==> config.mk <==
export PLATFORM = sky130hd
export DESIGN_NAME = pos_aim
export DESIGN_NICKNAME = d
export VERILOG_FILES = /design/src/rtl/pos_aim.sv
export SDC_FILE = /design/constraint.sdc
export NUM_CORES = 1
export LEC_CHECK = 0
export ABC_AREA = 1
export CAP_MARGIN = 0
export CORE_UTILIZATION = 33
export CTS_CLUSTER_DIAMETER = 30
export DETAILED_ROUTE_END_ITERATION = 8
export MAX_ROUTING_LAYER = met4
export PLACE_DENSITY_LB_ADDON = 0.3
export SYNTH_ARGS = -nofsm -noshare
export SYNTH_HDL_FRONTEND = slang
export SYNTH_SLANG_ARGS = --single-unit
export TNS_END_PERCENT = 5
==> constraint.sdc <==
create_clock -name clk -period 2 [get_ports clk]
set_input_delay 0.4 -clock clk [delete_from_list [all_inputs] [get_ports clk]]
set_output_delay 0.4 -clock clk [all_outputs]
set_load 0.02 [all_outputs]
==> src/rtl/pos_aim.sv <==
// Cursor position and aim-angle controller driven by four edge-detected buttons.
// Position saturates at 0..31; aim index 0..14 maps to a run/rise vector summing to 28.
module pos_aim (
  input  logic       clk,
  input  logic       reset,
  input  logic       left_x,
  input  logic       right_x,
  input  logic       left_aim,
  input  logic       right_aim,
  output logic [4:0] x_pos,
  output logic [4:0] run,
  output logic [4:0] rise,
  output logic       dir
);

  localparam int unsigned X_W      = 5;
  localparam int unsigned AIM_W    = 4;
  localparam int unsigned X_MAX    = 31;
  localparam int unsigned X_RST    = 16;
  localparam int unsigned AIM_MAX  = 14;
  localparam int unsigned AIM_UP   = 7;
  localparam int unsigned RISE_MAX = 28;

  logic             prev_left_x;
  logic             prev_right_x;
  logic             prev_left_aim;
  logic             prev_right_aim;
  logic             ev_left_x;
  logic             ev_right_x;
  logic             ev_left_aim;
  logic             ev_right_aim;
  logic [AIM_W-1:0] aim;
  logic [AIM_W-1:0] aim_next;
  logic [X_W-1:0]   x_next;
  logic [AIM_W-1:0] aim_diff;
  logic [X_W-1:0]   run_next;
  logic [X_W-1:0]   rise_next;
  logic             dir_next;

  // Previous samples track the buttons every cycle, reset included, so a
  // button held through reset release does not register as a new press.
  always_ff @(posedge clk) begin
    prev_left_x    <= left_x;
    prev_right_x   <= right_x;
    prev_left_aim  <= left_aim;
    prev_right_aim <= right_aim;
  end

  assign ev_left_x    = left_x    & ~prev_left_x;
  assign ev_right_x   = right_x   & ~prev_right_x;
  assign ev_left_aim  = left_aim  & ~prev_left_aim;
  assign ev_right_aim = right_aim & ~prev_right_aim;

  // Next position and aim; opposing events in the same cycle cancel.
  always_comb begin
    x_next   = x_pos;
    aim_next = aim;
    if (ev_left_x && !ev_right_x && x_pos != X_W'(0)) begin
      x_next = x_pos - X_W'(1);
    end else if (ev_right_x && !ev_left_x && x_pos != X_W'(X_MAX)) begin
      x_next = x_pos + X_W'(1);
    end
    if (ev_left_aim && !ev_right_aim && aim != AIM_W'(0)) begin
      aim_next = aim - AIM_W'(1);
    end else if (ev_right_aim && !ev_left_aim && aim != AIM_W'(AIM_MAX)) begin
      aim_next = aim + AIM_W'(1);
    end
  end

  // Aim vector derived from the next aim index so it lands with the same edge.
  always_comb begin
    dir_next  = 1'b0;
    aim_diff  = AIM_W'(AIM_UP) - aim_next;
    if (aim_next > AIM_W'(AIM_UP)) begin
      dir_next = 1'b1;
      aim_diff = aim_next - AIM_W'(AIM_UP);
    end
    run_next  = {aim_diff[2:0], 2'b00};
    rise_next = X_W'(RISE_MAX) - run_next;
  end

  always_ff @(posedge clk) begin
    if (reset) begin
      x_pos <= X_W'(X_RST);
      aim   <= AIM_W'(AIM_UP);
      run   <= X_W'(0);
      rise  <= X_W'(RISE_MAX);
      dir   <= 1'b0;
    end else begin
      x_pos <= x_next;
      aim   <= aim_next;
      run   <= run_next;
      rise  <= rise_next;
      dir   <= dir_next;
    end
  end

endmodule

==> results of run 1 <==
[cell type report]
cell class,count,area share (%)
tap,44,3.72
sequential,19,25.7
multi-input combinational,103,43.0
inverter,27,7.26
clock buffer,4,1.77
timing repair buffer,31,18.6
[routing by layer]
layer	up-vias	GRT usage (%)	part of all wire [%]
li1	526	-	-
met1	462	16.9	45
met2	18	26.2	51
met3	6	2.13	2.6
met4	0	8.12	1.8
met5	-	-	0
[power breakdown]
| part | total, mW | leakage [nW] | switching [mW] | internal (mW) |
|---|---|---|---|---|
| registers | 0.446 | 0.158 | 0.0281 | 0.418 |
| clock network | 0.197 | 0.0150 | 0.120 | 0.0776 |
| logic | 0.375 | 0.571 | 0.206 | 0.169 |
| total | 1.02 | 0.744 | 0.354 | 0.665 |
[cells in the final DEF, fill, tap and decap left out]
master,count
nand2_1,36
xor2_1,2
clkbuf_4,3
clkdlybuf4s50_1,17
ha_1,6
o21ai_1,1
nand3_1,12
nand2_2,3
clkinv_2,1
nand3_4,2
nor3_1,1
fa_1,1
ha_4,1
buf_4,14
inv_2,3
a21oi_1,7
a21oi_2,2
inv_6,1
dfxtp_1,19
clkbuf_1,1
xor2_2,2
nor2_1,8
conb_1,4
inv_1,22
nor2_2,2
nand2_4,1
nand3_2,4
o21ai_0,5
nand4_1,2
xnor2_1,1
[metrics by stage]
step / cell area (µm²) / setup TNS [ns] / util, %
global placement: 1430 / -0.650 / 44.9
finish: 1480 / 0 / 46.6
global route: 1480 / -0.00300 / 46.6
floorplan: 1150 / 0 / -
detailed placement: 1430 / -1.02 / 44.9
CTS: 1460 / 0 / 46.0
[cells by family after synthesis]
kind of cell,after synthesis,synth area share (%)
XOR/XNOR,5,5.15
adder cells (fa/ha/maj),8,9.43
AO/OA/AOI/OAI,15,6.91
buffers and inverters,33,13.7
flip-flops,19,33.3
other,1,0.329
AND/OR/NAND/NOR,71,31.1
[synth_stat cells (all sizes together)]
cell type  count  area share [%]
nand2         40              14
inv           26             9.0
dfxtp         19              33
nand3         18              12
nor2          10             3.5
a21oi          9             4.3
ha             7             7.7
buf            6             4.3
o21ai          6             2.6
xor2           4             4.4
nand4          2             1.1
clkinv         1            0.44
conb           1            0.33
fa             1             1.8
nor3           1            0.44
xnor2          1            0.77
[worst reg2reg max path, delay by kind of cell (launching register included)]
kind	cells	cell delay (ns)
compound gates	2	0.20
fa+ha+maj	1	0.27
buf+inv	3	0.18
flops	1	0.38
simple gates	6	0.73
[registers in the layout, indices dropped and copies added, names as in the netlist]
register and cells:
aim 4, dir 1, prev_left_aim 1, prev_left_x 1
prev_right_aim 1, prev_right_x 1, rise 2, run 3
x_pos 5
[final timing paths]
kind	start	end	slack, ns
hold reg to reg	x_pos[4]	x_pos[4]	0.57
setup reg to reg	x_pos[4]	x_pos[4]	0.11
setup / recovery	left_x	x_pos[4]	0.09
hold / removal	x_pos[4]	x_pos[4]	0.57
[repair_timing]
item	CTS	global route
gates cloned	0	0
pin swaps	2	1
endpoints found under the hold margin	0	0
endpoints found under the setup margin	1	2
gates resized for setup	2	4
setup buffers	1	0
==> results.md, run 1 <==
* Outcome: completed
* First DRT Iteration DRCs at 26
* Height of the die at 60.8 µm
* CTS H-tree depth at 1
* Final ANT Viol Nets at 0
* Worst-skew pair later-pin latency at 0.29 ns
* Fillers at 321
* Final period utilization at 95.3%
* Worst Path Buf+Inv at 2
* CP Depth at 11
* CTS root buf: clkbuf_4
* Critical Path RT at 2.18 ns
* Hpwl dp at 1.77 mm
* Routability cong. at 0.840
* Critical-path top delay cell: clkdlybuf4s50_1
* Gr usage total at 15.2%
* Site Rows at 20
* IO buf count at 17
* Critical Path AT at 2.09 ns
* Family with the most delay on the worst path: buffers and inverters
* Synth Warn # at 0
* Pre-Repair DR Iteration Count at 4
* WL/cell at 10.3 µm
* Crit path launch type: primary input
* FF/Latch Area at 380 µm²
* Fin Hold WS at 0.570 ns
* Synthesized area per cell at 7.51 µm²
* Sink Count at 19
* Cells after DPL at 223
* Ratio of cells with drive above 1 in the final layout at 21.2%
* Worst slack, placed at -0.408 ns
* Hold Path Depth at 3
* Clk pin slew, worst setup/hold paths at 0.11 ns
* CTS tree: done
* Syn Inst Count at 152
* Initial antenna violation count at 0
* Yosys reg bits at 19
* Fin cells at 228
* Final nets at 199
* Synth unique cells at 26
* Synthesized area at 1140 µm²
* Clock Path Buffers at 2
* Final Worst Setup Slack at 0.0936 ns
* Initial Utilization at 35.9%
* Core ar. at 3180 µm²
* Via count at 1012
* Post-synthesis sequential area ratio at 33.3%
* Area growth, synth to finish at 29.8%
* Power per Cell Area at 688 nW/µm²
* Die ar. at 3700 µm²
* Worst Reg-to-Reg Cells at 12
* Vias per cell at 4.44
* Grt ovf at 0
* CP dominant cell by count: nand3_1
* First-pass GRT wire length at 4.06 mm
* Total wire length at 2.34 mm
* Die width at 60.8 µm
* Final-report max-slew violation count at 0
* Max incr delay on CP at 0.47 ns
* Final setup violation count at 0
* Largest net degree at the start of global routing at 11
* Setup Skew at 0.00222 ns
* Max Cap Violations at 0
* Pwr Total at 1.02 mW
* Setup CP Type: in -> reg
* Vias in the first global route at 1011
* Multi-input logic area at 637 µm²
* Cts hold-fix bufs at 0
* Hold WC Path Type: reg -> reg
* Io pins at 22
* TritonCTS buffer count at 3
* Hold Fails Final Rpt at 0
* Max Clock Freq at 0.525 GHz
* N_diodes at 0
* CP Cell Sequence: clkdlybuf4s50_1, nand2_1, nor2_1, nand2_2, fa_1, o21ai_1, a21oi_2, inv_1, nand3_1, nand3_1, nand3_1
* Worst VDD drop at 0.000345 V
* Worst Path Max Fanout at 3
* P_leak at 0.744 nW
* DRC Markers at 0
* Critical path endpoint category: register
* Fin crit period at 1.91 ns
Note: power is estimated with default switching activity, not from simulation.
==> run 2, diff against run 1 <==
--- a/config.mk
+++ b/config.mk
@@ -5,7 +5,6 @@
 export SDC_FILE = /design/constraint.sdc
 export NUM_CORES = 1
 export LEC_CHECK = 0
-export ABC_AREA = 1
 export CAP_MARGIN = 0
 export CORE_UTILIZATION = 33
 export CTS_CLUSTER_DIAMETER = 30
==> run 2 against run 1 <==
  * The flow now finishes with violations (negative setup slack)
  * Global-route usage shrank 0.81 points
  * Cell count is 24% lower
  * Final area shrank 1.2%
  * Register-to-register slack got worse by 0.16 ns
  * Critical path type is now reg -> reg
  * Critical endpoint is now rise[3]
  * Largest cell class unchanged
==> results.md, run 2 <==
* Final setup violation count at 2
* Max Cap Violations at 0
* Critical Path AT at 2.24 ns
* Yosys reg bits at 19
* Largest net degree at the start of global routing at 15
* Busiest grt layer: met2
* Die width at 56.5 µm
* Synth unique cells at 34
* Final period utilization at 102%
* Commonest cells after routing, fill and taps aside: buf_4 (22), clkdlybuf4s50_1 (13), nor2_1 (11), dfxtp_1 (11)
* Syn Inst Count at 103
* Hpwl dp at 1.53 mm
* Power per Cell Area at 730 nW/µm²
* Crit path launch type: register
* First-pass GRT wire length at 3.45 mm
* Setup CP Type: reg -> reg
* Hold Fails Final Rpt at 0
* Met1 Track Usage GR at 13.9%
* Post-synth top cells: dfxtp_1 (19), nor2_1 (12), inv_1 (9)
* TritonCTS buffer count at 3
* Worst Reg-to-Reg Cells at 9
* Initial antenna violation count at 0
* Pre-Repair DR Iteration Count at 4
* Largest register FFs at 5
* Biggest regs: x_pos (5), aim (4), run (3)
* Grt ovf at 0
* CTS tree: done
* Final Worst Setup Slack at -0.0498 ns
* CP Launch Point: aim[1]
* EDFF count, synth at 0
* Commonest non-fill, non-tap cell in the layout: buf_4
* Dpl cell area at 1350 µm²
* Synthesized area at 980 µm²
* Met2 GRT Util at 27.9%
* DRC Markers at 0
* Final ANT Viol Nets at 0
* CP Depth at 9
* Post-synthesis sequential area ratio at 38.8%
* Failing checks: negative setup slack
* Synthesized area per cell at 9.51 µm²
* Clock Path Buffers at 2
* Via count at 807
* Min-Delay Startpoint: right_aim
* Sink Count at 19
* Top-count cell post-synth: dfxtp_1
* Worst slack, placed at -0.597 ns
* Critical path endpoint: rise[3]
* Final-report max-slew violation count at 0
* Max incr delay on CP at 0.38 ns
* Ratio of cells with drive above 1 in the final layout at 41.3%
* Worst Path Max Fanout at 4
* Critical path endpoint category: register
* CTS root buf: clkbuf_4
* Clk pin slew, worst setup/hold paths at 0.12 ns
* Gr usage total at 14.4%
* Core ar. at 2780 µm²
* Routability cong. at 0.752
* Critical Path RT at 2.19 ns
* Die ar. at 3190 µm²
* Height of the die at 56.5 µm
* Io pins at 22
* Register-to-register path setup slack at -0.05 ns
* Synth top area cells: dfxtp_1 (39%), ha_1 (8.9%), nor2_1 (4.6%)
* P_leak at 0.669 nW
* N_diodes at 0
* Worst-skew pair later-pin latency at 0.30 ns
* CTS H-tree depth at 1
* Cts hold-fix bufs at 0
* Vias in the first global route at 834
* Worst VDD drop at 0.000516 V
* Ys async rst share at 0%
* IO buf count at 17
* RSZ-0062 raised after global routing: yes
* Max Clock Freq at 0.488 GHz
* Fin crit period at 2.05 ns
* RR Endpoint: rise[3]
* Final nets at 158
* Cells after DPL at 168
* Initial Utilization at 35.2%
* Most common flop cell mapped by yosys: dfxtp_1
* Total wire length at 1.98 mm
* Biggest register: x_pos
* Site Rows at 19
* Hold WC Path Type: in -> reg
* Family with the most delay on the worst path: compound AO/OA/AOI/OAI gates
* Synth Warn # at 0
* GR Util met3 at 2.07%
* Worst Path Buf+Inv at 2
* Design area at 1460 µm²
* Fin cells at 174
* Critical-path top delay cell: dfxtp_2
* Area growth, synth to finish at 49.4%
* Post-synth top area share at 38.8%
* Vias per cell at 4.64
* Crit Reg-Reg Startpoint: aim[1]
* CP Cell Sequence: inv_2, ha_4, a211oi_4, o21a_1, a21oi_1, ha_2, inv_1, mux2_4, or2_1
* WL/cell at 11.4 µm
* Yosys top cell by area: dfxtp_1
* Outcome: finished, violations left
* First DRT Iteration DRCs at 9
* Setup Skew at 0.0128 ns
[run 2: changes by cell type after synthesis, moves of 3 or more]
cell,delta
nand2_1,-34
inv_1,-14
nand3_1,-9
o21ai_0,-6
a21oi_1,-5
mux2i_1,+4
nand3_2,-4
xnor2_1,+4
nand2b_1,+3
nor2_1,+3
[run 2: cells by family (layout without fill, tap and decap cells)]
kind of cell,count (synthesis),in the layout,share of synthesized area [%]
DFF,19,19,38.8
buffers and inverters,15,52,7.66
other,1,4,0.383
muxes,5,5,5.62
xor gates and xnor gates,7,7,6.26
adders and majority gates,8,8,11.0
and+or+nand+nor,34,34,17.5
AOI/OAI and AO/OA,14,14,12.8
[run 2: report_power, final]
group	total (mW)	leakage [nW]	internal [mW]	switching (mW)
Clock	0.197	0.0177	0.0744	0.122
Sequential	0.452	0.159	0.424	0.0276
Combinational	0.420	0.492	0.223	0.197
Total	1.07	0.669	0.722	0.347
[run 2: worst min path at each step]
stage	end	depth (start not counted)
after global placement	x_pos[4]	3
after global routing	prev_right_x	1
after CTS	prev_right_aim	1
after detailed placement	x_pos[4]	3
final	prev_right_aim	1
after floorplan	prev_left_aim	0
[run 2: routing by layer]
metal,vias up,share of wire [%]
li1,416,-
met1,370,40
met2,17,54
met3,4,3.5
met4,0,1.6
met5,-,0
[run 2: metrics by stage]
stage	setup TNS, ns	utilization [%]	hold slack (ns)	power (mW)
4_1_cts	-0.112	51.5	0.318	1.07
2_1_floorplan	-0.0286	-	0.428	0.688
6_report	-0.0746	52.6	0.332	1.07
5_1_grt	-0.519	52.6	0.338	1.14
3_3_place_gp	-3.26	48.5	0.581	0.839
3_5_place_dp	-3.70	48.5	0.586	0.850
[run 2: area by class of cell]
class	instances	area (µm²)
flip-flops and latches	19	403
inverters	9	33.8
multi-input cells	72	631
clock inverters	1	5.00
repair buffers	39	330
clock buffers	3	22.5
well taps	31	38.8
fillers	281	1320
[run 2: repair_timing]
action / in CTS / in global routing
pin swaps: 7 / 4
setup endpoints to repair: 6 / 5
buffers inserted: 2 / 0
gates resized for setup: 14 / 8
